## src/rtl/vga_scan_generator.sv

```systemverilog
// 640x480@60 VGA scan timing generator running from the system clock with a
// pixel clock-enable. Produces pixel counters, syncs, active-video and
// image-window flags, plus a frame-buffer read address issued one pixel tick
// ahead of the pixel it belongs to.
module vga_scan_generator #(
    parameter int   PIX_DIV  = 2,
    parameter int   H_TOTAL  = 800,
    parameter int   H_SYNC   = 96,
    parameter int   H_ACT0   = 144,
    parameter int   H_ACT1   = 783,
    parameter int   V_TOTAL  = 525,
    parameter int   V_SYNC   = 2,
    parameter int   V_ACT0   = 35,
    parameter int   V_ACT1   = 514,
    parameter logic SYNC_POL = 1'b1,
    parameter int   WIN_X0   = 270,
    parameter int   WIN_W    = 300,
    parameter int   WIN_Y0   = 52,
    parameter int   WIN_H    = 300,
    parameter int   AW       = 17
) (
    input  logic          clk,
    input  logic          reset,
    input  logic          en,
    output logic          pix_ce,
    output logic [9:0]    h_count,
    output logic [9:0]    v_count,
    output logic          h_sync,
    output logic          v_sync,
    output logic          active,
    output logic          in_window,
    output logic [AW-1:0] mem_addr,
    output logic          mem_rd,
    output logic          line_start,
    output logic          frame_start
);

    localparam int PW = $clog2(PIX_DIV);

    localparam logic [PW-1:0] PRE_LAST  = PW'(PIX_DIV - 1);
    localparam logic [9:0]    H_LAST    = 10'(H_TOTAL - 1);
    localparam logic [9:0]    V_LAST    = 10'(V_TOTAL - 1);
    localparam logic [9:0]    H_SYNC_C  = 10'(H_SYNC);
    localparam logic [9:0]    V_SYNC_C  = 10'(V_SYNC);
    localparam logic [9:0]    H_ACT0_C  = 10'(H_ACT0);
    localparam logic [9:0]    H_ACT1_C  = 10'(H_ACT1);
    localparam logic [9:0]    V_ACT0_C  = 10'(V_ACT0);
    localparam logic [9:0]    V_ACT1_C  = 10'(V_ACT1);
    localparam logic [9:0]    WX0_C     = 10'(WIN_X0);
    localparam logic [9:0]    WX1_C     = 10'(WIN_X0 + WIN_W - 1);
    localparam logic [9:0]    WY0_C     = 10'(WIN_Y0);
    localparam logic [9:0]    WY1_C     = 10'(WIN_Y0 + WIN_H - 1);
    localparam logic [AW-1:0] ADDR_LAST = AW'(WIN_W * WIN_H - 1);

    logic          run_reg, run_next;
    logic [PW-1:0] presc_reg, presc_next;
    logic [9:0]    h_count_reg, h_count_next;
    logic [9:0]    v_count_reg, v_count_next;
    logic          h_sync_reg, h_sync_next;
    logic          v_sync_reg, v_sync_next;
    logic          active_reg, active_next;
    logic          in_window_reg, in_window_next;
    logic [AW-1:0] mem_addr_reg, mem_addr_next;
    logic          mem_rd_reg, mem_rd_next;
    logic          line_start_reg, line_start_next;
    logic          frame_start_reg, frame_start_next;

    // Position one tick ahead and two ticks ahead of the current counters
    logic [9:0]    h1, v1, h2, v2;
    logic          wrap_h, wrap_f;

    // Advance a scan position by one pixel tick, packed as {v, h}
    function automatic logic [19:0] step(input logic [9:0] h, input logic [9:0] v);
        if (h != H_LAST)      return {v, h + 10'd1};
        else if (v != V_LAST) return {v + 10'd1, 10'd0};
        else                  return 20'd0;
    endfunction

    function automatic logic act_at(input logic [9:0] h, input logic [9:0] v);
        return (h >= H_ACT0_C) && (h <= H_ACT1_C) && (v >= V_ACT0_C) && (v <= V_ACT1_C);
    endfunction

    function automatic logic win_at(input logic [9:0] h, input logic [9:0] v);
        return act_at(h, v) && (h >= WX0_C) && (h <= WX1_C) && (v >= WY0_C) && (v <= WY1_C);
    endfunction

    assign pix_ce = (presc_reg == PRE_LAST);

    // Next-state logic: prescaler, counters, decoded outputs and read address
    always_comb begin
        {v1, h1} = step(h_count_reg, v_count_reg);
        {v2, h2} = step(h1, v1);
        wrap_h   = (h_count_reg == H_LAST);
        wrap_f   = wrap_h && (v_count_reg == V_LAST);

        run_next         = en;
        presc_next       = '0;
        h_count_next     = h_count_reg;
        v_count_next     = v_count_reg;
        h_sync_next      = h_sync_reg;
        v_sync_next      = v_sync_reg;
        active_next      = active_reg;
        in_window_next   = in_window_reg;
        mem_addr_next    = mem_addr_reg;
        mem_rd_next      = mem_rd_reg;
        line_start_next  = 1'b0;
        frame_start_next = 1'b0;

        if (!en) begin
            h_count_next   = '0;
            v_count_next   = '0;
            h_sync_next    = ~SYNC_POL;
            v_sync_next    = ~SYNC_POL;
            active_next    = 1'b0;
            in_window_next = 1'b0;
            mem_addr_next  = '0;
            mem_rd_next    = 1'b0;
        end else begin
            // The first enabled clock only restarts the prescaler at zero
            if (run_reg && (presc_reg != PRE_LAST)) begin
                presc_next = presc_reg + PW'(1);
            end
            if (pix_ce) begin
                h_count_next     = h1;
                v_count_next     = v1;
                line_start_next  = wrap_h;
                frame_start_next = wrap_f;
                // Decode from the values being loaded so flags line up with the counters
                h_sync_next      = (h1 < H_SYNC_C) ? SYNC_POL : ~SYNC_POL;
                v_sync_next      = (v1 < V_SYNC_C) ? SYNC_POL : ~SYNC_POL;
                active_next      = act_at(h1, v1);
                in_window_next   = win_at(h1, v1);
                // Address targets the position after next, so it leads in_window by one tick
                if (win_at(h2, v2)) begin
                    mem_rd_next = 1'b1;
                    if ((h2 == WX0_C) && (v2 == WY0_C)) begin
                        mem_addr_next = '0;
                    end else if (mem_addr_reg != ADDR_LAST) begin
                        mem_addr_next = mem_addr_reg + AW'(1);
                    end
                end else begin
                    mem_rd_next = 1'b0;
                    if (wrap_f) begin
                        mem_addr_next = '0;
                    end
                end
            end
        end
    end

    // State register with asynchronous active-low reset to idle values
    always_ff @(posedge clk or negedge reset) begin
        if (!reset) begin
            run_reg         <= 1'b0;
            presc_reg       <= '0;
            h_count_reg     <= '0;
            v_count_reg     <= '0;
            h_sync_reg      <= ~SYNC_POL;
            v_sync_reg      <= ~SYNC_POL;
            active_reg      <= 1'b0;
            in_window_reg   <= 1'b0;
            mem_addr_reg    <= '0;
            mem_rd_reg      <= 1'b0;
            line_start_reg  <= 1'b0;
            frame_start_reg <= 1'b0;
        end else begin
            run_reg         <= run_next;
            presc_reg       <= presc_next;
            h_count_reg     <= h_count_next;
            v_count_reg     <= v_count_next;
            h_sync_reg      <= h_sync_next;
            v_sync_reg      <= v_sync_next;
            active_reg      <= active_next;
            in_window_reg   <= in_window_next;
            mem_addr_reg    <= mem_addr_next;
            mem_rd_reg      <= mem_rd_next;
            line_start_reg  <= line_start_next;
            frame_start_reg <= frame_start_next;
        end
    end

    assign h_count     = h_count_reg;
    assign v_count     = v_count_reg;
    assign h_sync      = h_sync_reg;
    assign v_sync      = v_sync_reg;
    assign active      = active_reg;
    assign in_window   = in_window_reg;
    assign mem_addr    = mem_addr_reg;
    assign mem_rd      = mem_rd_reg;
    assign line_start  = line_start_reg;
    assign frame_start = frame_start_reg;

endmodule
```

## config.mk

```make
export PLATFORM = sky130hd
export DESIGN_NAME = vga_scan_generator
export DESIGN_NICKNAME = d
export VERILOG_FILES = /design/src/rtl/vga_scan_generator.sv
export SDC_FILE = /design/constraint.sdc
export NUM_CORES = 1
export LEC_CHECK = 0
export BUFFER_PORTS_ARGS = -buffer_cell sky130_fd_sc_hd__buf_2
export CAP_MARGIN = 5
export CORE_UTILIZATION = 45
export CTS_CLUSTER_SIZE = 28
export DETAILED_ROUTE_END_ITERATION = 10
export HOLD_SLACK_MARGIN = 0.06
export PLACE_DENSITY = 0.67
export SLEW_MARGIN = 10
export SYNTH_ARGS = -nofsm -noshare
export SYNTH_HDL_FRONTEND = slang
export SYNTH_SLANG_ARGS = --single-unit
```

## constraint.sdc

```tcl
create_clock -name clk -period 4.1 [get_ports clk]
set_clock_uncertainty 0.1 [all_clocks]
set_input_delay 0.82 -clock clk [delete_from_list [all_inputs] [get_ports clk]]
set_output_delay 0.82 -clock clk [all_outputs]
set_load 0.1 [all_outputs]
```

==> results of run 1 <==
==> per-layer routing <==
metal  track usage, %  up-vias  wire, um  share of wire [%]
met5                0        -         0                  0
met4             10.6        0       310                2.5
met3             4.29       28       730                5.9
met2             43.1      164      6020                 48
met1             33.8     2073      5390                 43
li1                 -     2068         -                  -
==> cell usage in the layout, fill, tap and decap left out, drive strengths merged, types with 15 or more instances in the layout <==
master  instances
a21oi          31
nand2          60
nor2           52
buf            82
a211oi         16
nand3          33
nor3           19
inv            34
dfrtp          46
xnor2          15
o21ai          19
o221ai         15
==> logic make-up after synthesis <==
logic type	Yosys count	synth area share, %
simple gates	244	31.0
flops	46	27.6
fa+ha+maj	9	2.70
compound gates	136	24.9
mux	6	1.59
xor+xnor	25	5.26
buf+inv	66	6.88
==> synth_stat cells (4+ instances only) <==
library cell	number	area, um2
dfrtp_1	46	1150
nor2_1	52	195
nand3_1	32	160
nor3_1	18	90.1
o21a_1	5	37.5
o221ai_1	6	52.6
o221ai_2	9	135
nand2_1	59	221
nand2b_1	4	25.0
nand4_1	11	68.8
a211oi_1	15	113
inv_1	34	128
and3_1	8	50.1
ha_1	9	113
a21oi_1	29	145
a21o_1	6	45.0
mux2i_1	4	40.0
or2_2	5	31.3
a31oi_1	6	37.5
or3_1	8	50.1
o31ai_1	8	60.1
and4_1	4	35.0
xor2_1	10	87.6
o21ai_0	16	80.1
nor4_1	11	68.8
buf_2	10	50.1
clkbuf_1	15	56.3
nor2b_1	4	25.0
xnor2_1	15	131
==> final timing paths <==
check / startpoint / to / slack (ps) / cells past startpoint
worst max-delay path: h_count[0] / mem_addr[11] / 200 / 16
worst min-delay path: run_reg / pix_ce / 400 / 1
worst max register to register: h_count[0] / mem_addr[11] / 200 / 16
worst min register to register: run_reg / pix_ce / 400 / 1
max in group asynchronous: reset / h_count[0] / 2570 / 1
min in group asynchronous: reset / mem_addr[5] / 590 / 1
==> power by group <==
part / switching [uW] / internal, uW
clock network: 172 / 182
registers: 16.3 / 463
logic: 152 / 49.2
==> critical path, stage by stage, from the launching register on <==
cell      delay [ps]
dfrtp_4          570
ha_4             200
and4_2           280
nand3_2           80
buf_4            220
a21oi_1          140
inv_1             80
ha_1             260
o21ai_2          130
nor4b_4          320
nand2_1          120
mux2_4           360
a41o_1           250
a21o_1           210
o21ai_4          150
buf_12           170
o221ai_1         120
==> stage by stage <==
stage / power, uW / utilization (%) / hold WS [ps] / instance area, um2 / setup slack [ps]
after floorplan: 631 / - / 366 / 4240 / 1.44
after global placement: 684 / 52.7 / 368 / 4670 / 161
after detailed placement: 685 / 52.7 / 373 / 4670 / 74.6
after CTS: 1040 / 54.0 / 396 / 4780 / 37.6
after global routing: 1080 / 55.0 / 407 / 4870 / 6.97
final: 1030 / 55.0 / 395 / 4870 / 202
==> final cells by class <==
class / count / share of cell area [%]
clock buffers: 6 / 1.49
clock inverters: 2 / 0.771
inverters: 34 / 2.62
multi-input cells: 420 / 57.5
flip-flops and latches: 46 / 24.1
well taps: 108 / 2.78
repair buffers: 82 / 10.7
==> timing repair <==
action	4_1_cts	5_1_grt
endpoints found under the setup margin	0	17
buffers inserted	0	7
resized for setup	0	9
==> impl_metrics.toml, run 1 <==
[timing]
tns_ps = 0
worst_slew_margin_rel_pct = 31.8
fmax_mhz = 257
max_slew.worst_pin.slew_ps = 1020
fin_crit_sh_pct = 95.1
rsz0062_at_grt = "no"
finalSetupViolCount = 0
finalHoldViolCount = 0
timing.final.max_slew_violations = 0
min_period_ps = 3900

[floorplanning]
coreArea_mm2 = 0.00885
die-height_um = 98.2
io_pins = 48
die_area_mm2 = 0.00965
die_w_um = 98.2
num_rows = 34
start_util_pct = 47.1

[synthesis]
yosys_warnings = 0
synth-edff-count = 0
seq_area_frac_synth_pct = 27.6
netlist_area_mm2 = 0.00417
syn_area_per_cell_um2 = 7.83
ys_types = 74
syn-instance-count = 532
async_reset_ff_share_pct = 100
ys_ff_latch = 46
syn_nets = 544
ys.flop_type = "dfrtp_1"

[pwr]
power_density_mw_per_mm2 = 213
leakagePower_uw = 0.00196
ir_drop_mv = 0.138

[placed_design]
globalplace.congestion = 0.959
io_buffers = 47
placed_cells_incl_taps = 683
place_hpwl_um = 9030

[cells_and_area]
area_growth_pct = 16.9
drive_gt1_share_pct = 24.9
layoutNonFillerInstCount = 698
multi_input_area_mm2 = 0.00280
nFillCells = 861
layout.nets = 601
largest_register_ffs = 17
insertedDiodeCount = 0
ff_latch_area_mm2 = 0.00117

[clock_tree]
cts_sinks = 46
tritoncts = "done"
cts_buffers = 5
cts.reportedPaths.clkPinSlew_ps = 90
htree_levels = 2
clock_path_buffers = 2
root_buffer = "clkbuf_8"
insertion_delay_ps = 310
cts_hold_buf = 0

[job]
cap_violations = 0

[routing]
drt_drc_violations_left = 0
routed_via_density = 6.21
drtIter0Drc = 380
antenna_left = 0
wl_per_cell_um = 17.8
via_count = 4333
drt-pass1-iter-count = 7
wirelength_um = 12400

[worst_hold_path]
hp-class = "flip-flop to flip-flop"

[outcome]
status = "completed"

[worst_setup_path]
criticalPathCategory = "flip-flop to flip-flop"
cp.arrival_ps = 3970
crit_path_end_kind = "flip-flop"
worstPathMaxFanout = 15
critPathRequiredTime_ps = 4180
cp-start-kind = "flip-flop"

[grt]
grt_max_degree = 47
grt_pass1_wl_um = 20400
antenna_found_initial = 0
grt_pass1_vias = 4187
grt_overflow_total = 0
grt_use_total_pct = 26.0
Note: power is estimated with default switching activity, not from simulation.
==> inputs of run 2 (changes only) <==
- ABC_AREA: default -> 1
==> run 2 against run 1 <==
Compared with the run above: worst hold slack worse by 21 ps; core utilization decreased by 2.1 points; area after synthesis fell by 4.8%; maximum frequency is 5.5% higher; largest cell class unchanged.
==> impl_metrics.toml, run 2 <==
[synthesis]
synthTopCellsByCount = "209 x nand2_1, 80 x inv_1, 79 x nor2_1"
synth-edff-count = 0
yosysTopAreaCell = "dfrtp_1"
async_reset_ff_share_pct = 100
synth.area.top_cells = "dfrtp_1 29%, nand2_1 20%, inv_1 7.6%"
netlist_area_mm2 = 0.00397
ys.flop_type = "dfrtp_1"
ys_types = 39
yosysTopAreaCellShare_pct = 29.0
ys_ff_latch = 46
syn-instance-count = 628
yosysMostFrequentCell = "nand2_1"
syn_nets = 641
yosys_warnings = 0
seq_area_frac_synth_pct = 29.0
syn_area_per_cell_um2 = 6.32

[floorplanning]
io_pins = 48
die_area_mm2 = 0.00919
num_rows = 33
die-height_um = 95.9
start_util_pct = 47.3
die_w_um = 95.9
coreArea_mm2 = 0.00838

[worst_setup_path]
cp.arrival_ps = 3790
worstPathMaxFanout = 15
max_stage_delay_ps = 450
cp_cell_sequence = "ha_1 > nand2_2 > nor2_4 > nand4_2 > inv_1 > nand2_1 > nand2_1 > inv_1 > nand2_1 > inv_1 > nand3_1 > nand2_1 > a21oi_1 > nor2_2 > nor2_8 > nand3_4 > nor2_1 > nor2_4 > buf_12 > nand2_1 > nand2_1"
critPathSlowestCell = "dfrtp_1"
reg2reg_from = "h_count[1]"
crit_top_cell = "nand2_1"
cp-start-kind = "flip-flop"
critPathRequiredTime_ps = 4190
crit_path_end_kind = "flip-flop"
startpoint = "h_count[1]"
criticalPathCategory = "flip-flop to flip-flop"

[cells_and_area]
area_growth_pct = 11.8
drive_gt1_share_pct = 14.4
layoutNonFillerInstCount = 786
final_util_pct = 52.9
final_cell_mix = "209 x nand2_1, 80 x inv_1, 79 x nor2_1"
final_common_cell = "nand2_1"
layout.nets = 693
insertedDiodeCount = 0
largest_register_ffs = 17

[grt]
grt_use_total_pct = 24.7
grt_pass1_vias = 3845
grt_max_degree = 47
grt_pass1_wl_um = 18000
antenna_found_initial = 0
grt_overflow_total = 0

[placed_design]
placed_cells_incl_taps = 773
io_buffers = 47
globalplace.congestion = 0.929
place_hpwl_um = 8100

[timing]
tns_ps = 0
finalHoldViolCount = 0
worst_slew_margin_rel_pct = 27.6
rsz0062_at_grt = "no"
fmax_mhz = 271
max_slew.worst_pin.slew_ps = 1090
finalSetupViolCount = 0
min_period_ps = 3700
fin_crit_sh_pct = 90.1
timing.final.max_slew_violations = 0

[routing]
via_count = 4236
drt-pass1-iter-count = 5
antenna_left = 0
routed_via_density = 5.39
drt_drc_violations_left = 0
wirelength_um = 11000
wl_per_cell_um = 14.0
drtIter0Drc = 287

[worst_hold_path]
min_from = "run_reg"
hp-class = "flip-flop to flip-flop"

[clock_tree]
insertion_delay_ps = 300
clock_path_buffers = 2
cts.reportedPaths.clkPinSlew_ps = 100
cts_sinks = 46
tritoncts = "done"
cts_hold_buf = 0
root_buffer = "clkbuf_8"
cts_buffers = 5
htree_levels = 2

[pwr]
leakagePower_uw = 0.00232
power_density_mw_per_mm2 = 190
ir_drop_mv = 0.103

[job]
cap_violations = 0

[outcome]
status = "completed"
-- run 2: changes by cell type in the layout (fill, tap and decap cells not counted), moves of 14 or more --
| cell | previous run | this run |
|---|---|---|
| buf_4 | 33 | 8 |
| a21oi_1 | 29 | 2 |
| dfrtp_1 | 32 | 46 |
| nand3_1 | 30 | 53 |
| a211oi_1 | 14 | 0 |
| o22ai_1 | 2 | 18 |
| inv_1 | 34 | 80 |
| nor2_1 | 52 | 79 |
| nand2_1 | 59 | 209 |
-- run 2: stage by stage --
stage	hold WS [ps]	setup WS (ps)	power [uW]	cell area (um2)
after global placement	350	467	549	4290
after CTS	375	212	845	4380
after global routing	417	21.6	876	4440
after detailed placement	363	272	550	4290
final	374	404	843	4440
after floorplan	348	111	526	3970
-- run 2: kinds of logic (layout without fill, tap and decap cells) --
group / Yosys count / in the layout / synth area share (%)
xor gates and xnor gates: 11 / 11 / 2.43
adders and majority gates: 10 / 10 / 3.15
buffers and inverters: 92 / 145 / 9.59
and+or+nand+nor: 412 / 412 / 46.7
AOI/OAI and AO/OA: 57 / 57 / 9.12
DFF: 46 / 46 / 29.0
-- run 2: where the power goes --
part | switching (uW) | leakage (uW) | internal, uW
combinational | 66.7 | 0.00163 | 17.4
clock | 163 | 0.0000482 | 137
sequential | 2.37 | 0.000638 | 457
total | 232 | 0.00232 | 611
-- run 2: what timing repair did --
action	in CTS	in global routing
setup endpoints to repair	0	15
buffers inserted	0	5
gates resized for setup	0	1
-- run 2: critical path, delay by kind of cell, from the launching register on --
family | cells | cell delay (ps)
AOI/OAI and AO/OA | 1 | 200
adders and majority gates | 1 | 280
and+or+nand+nor | 15 | 1990
DFF | 1 | 450
buffers and inverters | 4 | 590
-- run 2: path summary, 6_finish.rpt --
kind,endpoint,slack (ps),cells past startpoint
setup / recovery,mem_addr[7],400,21
hold / removal,pix_ce,370,2
setup reg to reg,mem_addr[7],400,21
hold reg to reg,pix_ce,370,2
max in group asynchronous,mem_addr[13],2620,1
min in group asynchronous,h_count[5],610,1
-- run 2: layout make-up --
| class | count | area, um2 |
|---|---|---|
| Clock buffer | 7 | 86.3 |
| Clock inverter | 1 | 5.00 |
| Fill cell | 865 | 3950 |
| Inverter | 81 | 304 |
| Multi-Input combinational cell | 490 | 2440 |
| Sequential cell | 46 | 1150 |
| Tap cell | 105 | 131 |
| Timing Repair Buffer | 56 | 315 |
-- run 2: per-layer routing --
metal  global-route usage, %  vias to the layer above  part of all wire [%]
li1                        -                     2143                     -
met3                    2.69                        9                   4.5
met1                    34.9                     1975                    48
met5                       0                        -                     0
met4                    6.09                        0                  0.81
met2                    40.2                      109                    47
